$ cat src/rtl/note_write_sequencer_pkg.sv
// Shared note-memory package: write FSM state encoding and the default
// geometry reused by the note RAM, the write sequencer and the playback reader.
package note_mem_pkg;

  typedef enum logic [1:0] {
    IDLE  = 2'd0,
    ARM   = 2'd1,
    WRITE = 2'd2
  } wr_state_e;

  localparam int NOTE_ADDR_W  = 6;   // pointer width per track
  localparam int NOTE_DEPTH   = 64;  // notes per track
  localparam int NOTE_TRACK_W = 1;   // track select width

  // Number of tracks addressed by a track select of width tw.
  function automatic int tracks_of(input int tw);
    return 1 << tw;
  endfunction

endpackage

$ cat src/rtl/note_write_sequencer_if.sv
// Record-control <-> write-sequencer bus. The master modport is the
// keyboard/record control side; the slave modport is the sequencer.
interface note_write_sequencer_if
  import note_mem_pkg::*;
#(
  parameter int ADDR_W  = NOTE_ADDR_W,
  parameter int TRACK_W = NOTE_TRACK_W
);
  logic                      mem_enable;
  logic                      write;
  logic [TRACK_W-1:0]        track_sel;
  logic                      clear_track;
  logic                      wrap_mode;
  logic                      WE;
  logic [TRACK_W+ADDR_W-1:0] writeAddress;
  logic [ADDR_W:0]           track_length;
  logic                      full;
  logic                      busy;
  logic                      overflow;

  modport master (
    output mem_enable, write, track_sel, clear_track, wrap_mode,
    input  WE, writeAddress, track_length, full, busy, overflow
  );

  modport slave (
    input  mem_enable, write, track_sel, clear_track, wrap_mode,
    output WE, writeAddress, track_length, full, busy, overflow
  );
endinterface

$ cat src/rtl/note_write_sequencer_edge.sv
// write_edge_detect: qualified rising-edge detector. The level history is
// registered every cycle regardless of qualify, so a level held high across
// a qualify change never produces a late pulse. Also used for play/stop keys.
module write_edge_detect (
  input  logic clock,
  input  logic reset,
  input  logic level,
  input  logic qualify,
  output logic pulse
);
  logic level_q;

  // One-cycle history of the level input.
  always_ff @(posedge clock or negedge reset) begin
    if (!reset) level_q <= 1'b0;
    else        level_q <= level;
  end

  assign pulse = level & qualify & ~level_q;
endmodule

$ cat src/rtl/note_write_sequencer.sv
// note_write_sequencer: turns a key-press write strobe into one WE pulse with a
// track-qualified address, keeping a per-track pointer and note count.
// Request edge at clock n -> ARM after n -> WE in the cycle after n+1.
// Optional: `define NOTE_WR_OVERFLOW_EN for the sticky overflow flag.
// DEPTH must satisfy 2 <= DEPTH <= 2**ADDR_W.
module note_write_sequencer
  import note_mem_pkg::*;
#(
  parameter int ADDR_W  = NOTE_ADDR_W,
  parameter int DEPTH   = NOTE_DEPTH,
  parameter int TRACK_W = NOTE_TRACK_W
) (
  input  logic                  clock,
  input  logic                  reset,
  note_write_sequencer_if.slave bus
);
  localparam int                TRACKS   = tracks_of(TRACK_W);
  localparam logic [ADDR_W-1:0] PTR_LAST = ADDR_W'(DEPTH - 1);
  localparam logic [ADDR_W:0]   CNT_FULL = (ADDR_W + 1)'(DEPTH);

  wr_state_e                        state;
  logic [TRACK_W-1:0]               trk;
  logic [TRACKS-1:0][ADDR_W-1:0]    ptr;
  logic [TRACKS-1:0][ADDR_W:0]      cnt;
  logic                             we_r;
  logic                             busy_r;
  logic [TRACK_W+ADDR_W-1:0]        waddr_r;
  logic                             req;
  logic                             hit_trk;
  logic                             abort;
  logic                             reject;
  logic                             commit;

  write_edge_detect u_edge (
    .clock   (clock),
    .reset   (reset),
    .level   (bus.write),
    .qualify (bus.mem_enable),
    .pulse   (req)
  );

  // A clear aimed at the in-flight track kills that write, even in WRITE:
  // WE is masked combinationally so the RAM never sees the aborted slot.
  assign hit_trk = bus.clear_track & (bus.track_sel == trk);
  assign abort   = (state != IDLE) & hit_trk;
  assign reject  = (state == ARM) & ~abort & (cnt[trk] == CNT_FULL) & ~bus.wrap_mode;
  assign commit  = (state == WRITE) & ~abort;

  // Control FSM: accept request, qualify against fullness, issue one WE.
  always_ff @(posedge clock or negedge reset) begin
    if (!reset) begin
      state   <= IDLE;
      trk     <= '0;
      we_r    <= 1'b0;
      busy_r  <= 1'b0;
      waddr_r <= '0;
    end else begin
      case (state)
        IDLE: begin
          // clear_track wins; a coincident request is dropped.
          if (!bus.clear_track && req) begin
            trk    <= bus.track_sel;
            state  <= ARM;
            busy_r <= 1'b1;
          end
        end
        ARM: begin
          // wrap_mode is looked at here, not at request time.
          if (abort || reject) begin
            state  <= IDLE;
            busy_r <= 1'b0;
          end else begin
            state   <= WRITE;
            we_r    <= 1'b1;
            waddr_r <= {trk, ptr[trk]};
          end
        end
        WRITE: begin
          state  <= IDLE;
          we_r   <= 1'b0;
          busy_r <= 1'b0;
        end
        default: begin
          state  <= IDLE;
          we_r   <= 1'b0;
          busy_r <= 1'b0;
        end
      endcase
    end
  end

  // Per-track pointer/count: clear has priority, then the committed write
  // advances modulo DEPTH and the count saturates at DEPTH.
  always_ff @(posedge clock or negedge reset) begin
    if (!reset) begin
      ptr <= '0;
      cnt <= '0;
    end else begin
      for (int t = 0; t < TRACKS; t++) begin
        if (bus.clear_track && bus.track_sel == TRACK_W'(t)) begin
          ptr[t] <= '0;
          cnt[t] <= '0;
        end else if (commit && trk == TRACK_W'(t)) begin
          ptr[t] <= (ptr[t] == PTR_LAST) ? '0 : ptr[t] + 1'b1;
          if (cnt[t] != CNT_FULL) cnt[t] <= cnt[t] + 1'b1;
        end
      end
    end
  end

  assign bus.WE           = we_r & ~abort;
  assign bus.writeAddress = waddr_r;
  assign bus.track_length = cnt[bus.track_sel];
  assign bus.full         = (cnt[bus.track_sel] == CNT_FULL);
  assign bus.busy         = busy_r;

`ifdef NOTE_WR_OVERFLOW_EN
  logic               ovf_r;
  logic [TRACK_W-1:0] ovf_trk;

  // Sticky overflow: a new rejection wins over a same-cycle clear.
  always_ff @(posedge clock or negedge reset) begin
    if (!reset) begin
      ovf_r   <= 1'b0;
      ovf_trk <= '0;
    end else if (reject) begin
      ovf_r   <= 1'b1;
      ovf_trk <= trk;
    end else if (bus.clear_track && bus.track_sel == ovf_trk) begin
      ovf_r   <= 1'b0;
    end
  end

  assign bus.overflow = ovf_r;
`else
  assign bus.overflow = 1'b0;
`endif

endmodule

$ cat src/flat_wrapper.sv
// flat-port wrapper written by rule: the top's interface ports become plain ports
module note_write_sequencer_flat import note_mem_pkg::*;
#(
  parameter int ADDR_W  = NOTE_ADDR_W,
  parameter int DEPTH   = NOTE_DEPTH,
  parameter int TRACK_W = NOTE_TRACK_W
)
  (clock, reset, bus_mem_enable, bus_write, bus_track_sel, bus_clear_track, bus_wrap_mode, bus_WE, bus_writeAddress, bus_track_length, bus_full, bus_busy, bus_overflow);
  note_write_sequencer_if #(.ADDR_W(ADDR_W), .TRACK_W(TRACK_W)) bus_i ();
  input  logic clock;
  input  logic reset;
  input wire logic [$bits(bus_i.mem_enable)-1:0] bus_mem_enable;
  input wire logic [$bits(bus_i.write)-1:0] bus_write;
  input wire logic [$bits(bus_i.track_sel)-1:0] bus_track_sel;
  input wire logic [$bits(bus_i.clear_track)-1:0] bus_clear_track;
  input wire logic [$bits(bus_i.wrap_mode)-1:0] bus_wrap_mode;
  output wire logic [$bits(bus_i.WE)-1:0] bus_WE;
  output wire logic [$bits(bus_i.writeAddress)-1:0] bus_writeAddress;
  output wire logic [$bits(bus_i.track_length)-1:0] bus_track_length;
  output wire logic [$bits(bus_i.full)-1:0] bus_full;
  output wire logic [$bits(bus_i.busy)-1:0] bus_busy;
  output wire logic [$bits(bus_i.overflow)-1:0] bus_overflow;
  assign bus_i.mem_enable = bus_mem_enable;
  assign bus_i.write = bus_write;
  assign bus_i.track_sel = bus_track_sel;
  assign bus_i.clear_track = bus_clear_track;
  assign bus_i.wrap_mode = bus_wrap_mode;
  assign bus_WE = bus_i.WE;
  assign bus_writeAddress = bus_i.writeAddress;
  assign bus_track_length = bus_i.track_length;
  assign bus_full = bus_i.full;
  assign bus_busy = bus_i.busy;
  assign bus_overflow = bus_i.overflow;
  note_write_sequencer #(.ADDR_W(ADDR_W), .DEPTH(DEPTH), .TRACK_W(TRACK_W)) u_core (.clock(clock), .reset(reset), .bus(bus_i));
endmodule
$ cat config.mk
export PLATFORM = sky130hd
export DESIGN_NAME = note_write_sequencer_flat
export DESIGN_NICKNAME = d
export VERILOG_FILES = /design/src/rtl/note_write_sequencer_pkg.sv /design/src/rtl/note_write_sequencer_if.sv /design/src/rtl/note_write_sequencer_edge.sv /design/src/rtl/note_write_sequencer.sv /design/src/flat_wrapper.sv
export SDC_FILE = /design/constraint.sdc
export NUM_CORES = 1
export LEC_CHECK = 0
export CAP_MARGIN = 5
export CORE_UTILIZATION = 40
export CTS_CLUSTER_DIAMETER = 150
export DETAILED_ROUTE_END_ITERATION = 7
export GPL_ROUTABILITY_DRIVEN = 0
export HOLD_SLACK_MARGIN = 0.12
export PLACE_DENSITY_LB_ADDON = 0.3
export SLEW_MARGIN = 25
export SYNTH_ARGS = -nofsm -noshare
export SYNTH_HDL_FRONTEND = slang
export SYNTH_HIERARCHICAL = 1
export SYNTH_SLANG_ARGS = --single-unit
$ cat constraint.sdc
create_clock -name clock -period 1.6 [get_ports clock]
set_input_delay 0.4 -clock clock [delete_from_list [all_inputs] [get_ports clock]]
set_output_delay 0.4 -clock clock [all_outputs]
set_load 0.005 [all_outputs]
==> metrics.csv, run 1 <==
metric,value,unit
GRT overflow,0,
CP Max Fanout,2,
Antenna Violating Nets Remaining,0,
status,"complete, but fails checks",
routed via count divided by cell count,4.94,
sequential share of the synthesized area,46.0,%
IO Port Bufs,23,
Syn-to-layout area delta,45.5,%
die width,74.8,um
failing checks,negative setup slack,
Layout Nets,296,
HPWL Detailed,3250,um
"Req. time, crit path",1.20,ns
Tot GR Track Use,18.9,%
synthesis-stage register bit count,39,
Adder-Cell Fraction of Synth Area,3.54,%
CP Capture Type,output pin,
WP data arrival,1.42,ns
largest family of logic cells by synthesized area,simple AND/OR/NAND/NOR gates,
Yosys warnings,6,
Clock Sinks,39,
"commonest non-fill, non-tap cell in the layout",buf_4,
DR iter-0 viols,101,
Period minus WS final,1.82,ns
crit path kind,flip-flop to output pin,
total CTS buffers,5,
"CTS clk-pin slew, worst paths",0.07,ns
Post-synth EDFFs,0,
slowest cell delay on critical path,0.40,ns
compound-gate portion of the synthesized area,8.61,%
unrepaired setup endpoints after global routing,yes,
Power Total,0.00215,W
final worst path period share,114,%
layout cells sized above 1,43.0,%
io pins,25,
post-DR wirelength/cell,13.8,um
Die Area,5600,um2
final setup margin,-0.219,ns
First-pass DRT Iterations,4,
WL final,4890,um
Setup crit start kind,flip-flop,
hold crit path type,flip-flop to flip-flop,
Mapped Nets,216,
Synth Area in Simple Gates,20.6,%
PD cells,697,nW/um2
fmax,0.550,GHz
# DRC,0,
Async SR Flop Fraction,100,%
ys flop type,dfrtp_1,
Syn Inst Count,203,
FP Rows,26,
"Buf+Inv Stages, Crit Path",1,
"Setup violations, final",15,
Diodes inserted,0,
Clock Path Buffers,2,
xor and xnor area share after synthesis,7.02,%
crit-path cells,"mux2_4, nor3_2, and4b_1, buf_2",
most frequent cells in the layout,"47 x buf_4, 37 x dfrtp_1, 29 x nor2_1",
CTS tree,built,
Clock Skews,0.00876,ns
Post-DP Area,2760,um2
CTS root buffer,clkbuf_8,
Core ar.,5110,um2
cell family with most CP delay,flip-flops,
clock latency on the worst-skew pair,0.28,ns
Synth cell types,38,
Max Cap Viol,0,
largest net degree at the start of global routing,40,
Vias,1747,
Slowest cell on crit path,dfrtp_1,
starting density of the core,41.5,%
"Hold Vio Cnt, Final",0,
synthesized area,2120,um2
global-route wire length before repair,7950,um
mux contribution to synthesized area,11.3,%
leak pwr,1.46,nW
initial antenna violation count,0,
die height,74.8,um
final instance area,3090,um2
vias in the first global route,1728,
Final Max Slew Viols,0,
CTS H-Tree Depth,2,
VDD IR max,0.518,mV
Post-Syn Area per Cell,10.5,um2
[registers in the layout (all words and copies together), names as in the netlist]
name                     flops
u_core/bus.busy              1
u_core/cnt                  14
u_core/trk                   1
u_core/u_edge/level_q        1
u_core/ptr                  12
u_core/we_r                  1
u_core/state                 2
u_core/bus.writeAddress      7
[metal layers]
layer	global-route usage, %	routed length (um)	share of wire, %	vias to the layer above
li1	-	-	-	866
met5	0	0	0	-
met3	4.15	131	2.7	4
met2	32.9	2530	52	34
met1	24.1	2200	45	843
met4	3.77	34	0.70	0
[cells by family after synthesis]
logic type               after synthesis
multiplexers                          19
buffers and inverters                 12
other                                  1
adder cells (fa/ha/maj)                6
flip-flops                            39
XOR/XNOR                              17
AO/OA/AOI/OAI                         28
AND/OR/NAND/NOR                       81
[layout make-up]
type,instances,area [um2]
tap,70,87.6
fill,446,2020
clock inverter,2,12.5
timing repair buffer,80,709
sequential,39,978
inverter,5,18.8
multi-input combinational,152,1210
clock buffer,6,72.6
[path summary, 6_finish.rpt]
check / start / endpoint / slack, ns / depth (start not counted)
min in group asynchronous: reset / u_core/ptr[6]$_DFFE_PN0P_ / 0.62 / 3
hold reg to reg: u_core/bus.busy$_DFFE_PN0P_ / u_core/bus.busy$_DFFE_PN0P_ / 0.48 / 1
setup / recovery: u_core/cnt[11]$_DFFE_PN0P_ / bus_full / -0.22 / 4
max in group asynchronous: reset / u_core/trk$_DFFE_PN0P_ / 0.76 / 3
setup reg to reg: u_core/cnt[0]$_DFFE_PN0P_ / u_core/bus.writeAddress[4]$_DFFE_PN0P_ / -0.12 / 6
hold / removal: u_core/bus.busy$_DFFE_PN0P_ / u_core/bus.busy$_DFFE_PN0P_ / 0.48 / 1
[power breakdown]
group	switching, W	internal, W
sequential	0.0000396	0.00104
combinational	0.000167	0.000257
clock	0.000344	0.000305
total	0.000551	0.00160
[metrics by stage]
step	worst slack [ns]	setup TNS [ns]	util, %	hold WS (ns)	cells
final	-0.219	-1.25	60.4	0.484	354
after global routing	-0.293	-2.41	60.4	0.518	354
after CTS	-0.248	-1.61	57.8	0.489	347
after detailed placement	-1.09	-16.85	53.9	0.384	333
after global placement	-1.07	-15.75	53.9	0.387	333
after floorplan	0.00308	0	-	0.104	203
[synthesized netlist by cell type, types with 3 or more instances]
master    instances  share of area [%]
dfrtp_1          39                 46
nor2_1           30                5.3
nand2_1          16                2.8
a21oi_1          14                3.3
mux2_2           12                6.4
xor2_1            9                3.7
xnor2_1           8                3.3
mux2_4            7                5.0
ha_1              6                3.5
o21ai_0           6                1.4
inv_1             5               0.88
nand4_1           5                1.5
nand3_1           4               0.94
or3_1             4                1.2
and3_1            3               0.88
and4_1            3                1.2
buf_4             3                1.1
clkbuf_1          3               0.53
[repair_timing]
action / CTS / global route
endpoints found under the hold margin: 39 / 0
setup endpoints to repair: 22 / 37
resized for setup: 52 / 26
hold buffers: 1 / 0
pin swaps: 12 / 22
buffers inserted: 6 / 7
Power figures use the tool's default switching activity.
==> run 2: changes to the inputs <==
ABC_CLOCK_PERIOD_IN_PS = 1600   (was default)
==> results of run 2 <==
Same layout as run 1: the final DEF is identical, and so are final timing and power.
==> run 3: changes to the inputs <==
CELL_PAD_IN_SITES_DETAIL_PLACEMENT = 0   (was default)
CELL_PAD_IN_SITES_GLOBAL_PLACEMENT = 1   (was default)
CORE_UTILIZATION = 39   (was 40)
==> run 3 against run 2 <==
The flow still finishes with violations (negative setup slack). Clock power rose by 4.3%. Power hardly changed. Core utilization shrank 0.42 points. Sequential share of layout area fell by 0.26 points. Routed wire length is 2.2% higher. Clock skew fell by 0.0046 ns. Final cell count rose by 0.28%. Design area increased by 0.57%. Register-to-register slack lost 0.09 ns. Non-clock buffer count rose by 2. First-iteration DRC count fell by 42%. Critical endpoint unchanged. Largest cell class unchanged. Highest routed layer unchanged.
==> metrics.csv, run 3 (synthesis results as in run 1) <==
metric,value,unit,change
Internal,0.00161,W,+0.72%
fmax,0.549,GHz,-0.20%
CTS root buffer,clkbuf_8,,
initial antenna violation count,0,,unchanged
total CTS buffers,5,,unchanged
crit path kind,flip-flop to output pin,,
HPWL Detailed,3350,um,+3.1%
Tot GR Track Use,18.9,%,+0.027 points
Worst Hold Slack,0.475,ns,-0.00891 ns
FP Rows,26,,unchanged
leak pwr,1.48,nW,+0.87%
final setup margin,-0.222,ns,-0.00370 ns
Diodes inserted,0,,unchanged
Final Max Slew Viols,0,,unchanged
CTS tree,built,,
Clk pwr share,31.5,%,+1.3 points
failing checks,negative setup slack,,
Clock Skews,0.00416,ns,-0.00460 ns
Syn-to-layout area delta,46.3,%,
max reg flops,14,,unchanged
hold crit path type,flip-flop to flip-flop,,
unrepaired setup endpoints after global routing,yes,,
placed insts,332,,-0.30%
sequential share of power,49.6,%,-0.5 points
Clock Path Buffers,2,,unchanged
"Req. time, crit path",1.20,ns,about the same
die width,75.8,um,+1.2%
Period minus WS final,1.82,ns,+0.00370 ns
WL final,5000,um,+2.2%
Reg with most FFs,u_core/cnt,,
Final Instance Count excl. Fillers,355,,+0.28%
"CTS clk-pin slew, worst paths",0.08,ns,about the same
final worst path period share,114,%,+0.23 points
"Hold Vio Cnt, Final",0,,unchanged
Layout Nets,298,,+0.68%
largest net degree at the start of global routing,40,,unchanged
Vias,1734,,-0.74%
most frequent cells in the layout,"46 x buf_4, 39 x dfrtp_1, 27 x nor2_1",,
PD cells,693,nW/um2,-0.49%
global-route wire length before repair,7890,um,-0.69%
routed via count divided by cell count,4.88,,-1.0%
post-DR wirelength/cell,14.1,um,+1.9%
Setup crit start kind,flip-flop,,
"commonest non-fill, non-tap cell in the layout",buf_4,,
Post-DP Area,2750,um2,-0.27%
GRT overflow,0,,unchanged
Die Area,5740,um2,+2.5%
WP data arrival,1.42,ns,about the same
Clock Sinks,39,,unchanged
Max Cap Viol,0,,unchanged
vias in the first global route,1667,,-3.5%
VDD IR max,0.367,mV,-29%
Switching Fraction,25.1,%,-0.48 points
CP Capture Type,output pin,,
Comb pwr share,18.9,%,-0.8 points
Antenna Violating Nets Remaining,0,,unchanged
Core ar.,5170,um2,+1.3%
CP Max Fanout,2,,unchanged
CTS H-Tree Depth,2,,unchanged
Power Total,0.00215,W,about the same
final instance area,3100,um2,+0.57%
DR iter-0 viols,59,,-42%
layout cells sized above 1,44.2,%,+1.3 points
IO Port Bufs,23,,unchanged
"Setup violations, final",13,,-2
status,"complete, but fails checks",,
die height,75.8,um,+1.2%
First-pass DRT Iterations,4,,unchanged
starting density of the core,41.0,%,-0.52 points
fin util,60.0,%,-0.42 points
# DRC,0,,unchanged
io pins,25,,unchanged
clock latency on the worst-skew pair,0.29,ns,about the same
Switch Pwr,0.000541,W,-1.8%
run 3: cell types whose count changed in the layout (fill, tap and decap cells not counted), sizes merged:
cell           change
clkinvlp           -1
buf                -1
clkbuf             +3
dlygate4sd2        +1
clkdlybuf4s15      -1
run 3: final timing paths:
path | cells after the start | endpoint | startpoint | slack (ns)
min in group asynchronous | 3 | u_core/ptr[9]$_DFFE_PN0P_ | reset | 0.61
setup reg to reg | 7 | u_core/bus.writeAddress[4]$_DFFE_PN0P_ | u_core/cnt[2]$_DFFE_PN0P_ | -0.21
hold / removal | 1 | u_core/bus.busy$_DFFE_PN0P_ | u_core/bus.busy$_DFFE_PN0P_ | 0.48
hold reg to reg | 1 | u_core/bus.busy$_DFFE_PN0P_ | u_core/bus.busy$_DFFE_PN0P_ | 0.48
setup / recovery | 4 | bus_full | u_core/cnt[4]$_DFFE_PN0P_ | -0.22
max in group asynchronous | 3 | u_core/cnt[10]$_DFFE_PN0P_ | reset | 0.80
run 3: final cells by class:
| type | count | area [um2] |
|---|---|---|
| multi-input combinational | 152 | 1230 |
| inverter | 5 | 18.8 |
| clock inverter | 1 | 5.00 |
| timing repair buffer | 82 | 707 |
| tap | 70 | 87.6 |
| sequential | 39 | 976 |
| clock buffer | 6 | 82.6 |
| fill | 447 | 2070 |
run 3: through the flow:
stage	TNS (ns)	setup WS (ns)
final	-1.99	-0.222
after global routing	-2.76	-0.312
after CTS	-1.92	-0.290
after detailed placement	-15.88	-1.09
after global placement	-14.37	-1.04
after floorplan	0	0.00308
run 3: critical path, stage by stage, from the launching register on:
cell and delay [ns]:
dfrtp_1 0.40, mux2_4 0.29, nor3_2 0.16, and4b_1 0.18, buf_2 0.11
run 3: power groups by stage:
stage                     Clock [W]  Sequential (W)  Combinational [W]
after CTS                  0.000704         0.00107           0.000390
after detailed placement          0         0.00109           0.000376
after global placement            0         0.00109           0.000372
final                      0.000677         0.00107           0.000407
after global routing       0.000737         0.00107           0.000448
after floorplan                   0         0.00109           0.000162
run 3: timing repair:
item | CTS | global route
setup endpoints to repair | 23 | 30
buffers inserted | 7 | 9
pin swaps | 10 | 25
hold endpoints to repair | 39 | 0
hold buffers | 1 | 0
resized for setup | 44 | 35
run 3: layer usage:
layer,track usage (%),part of all wire [%]
met5,0,0
met4,6.17,1.2
met3,4.10,3.0
met2,31.8,51
met1,24.1,45
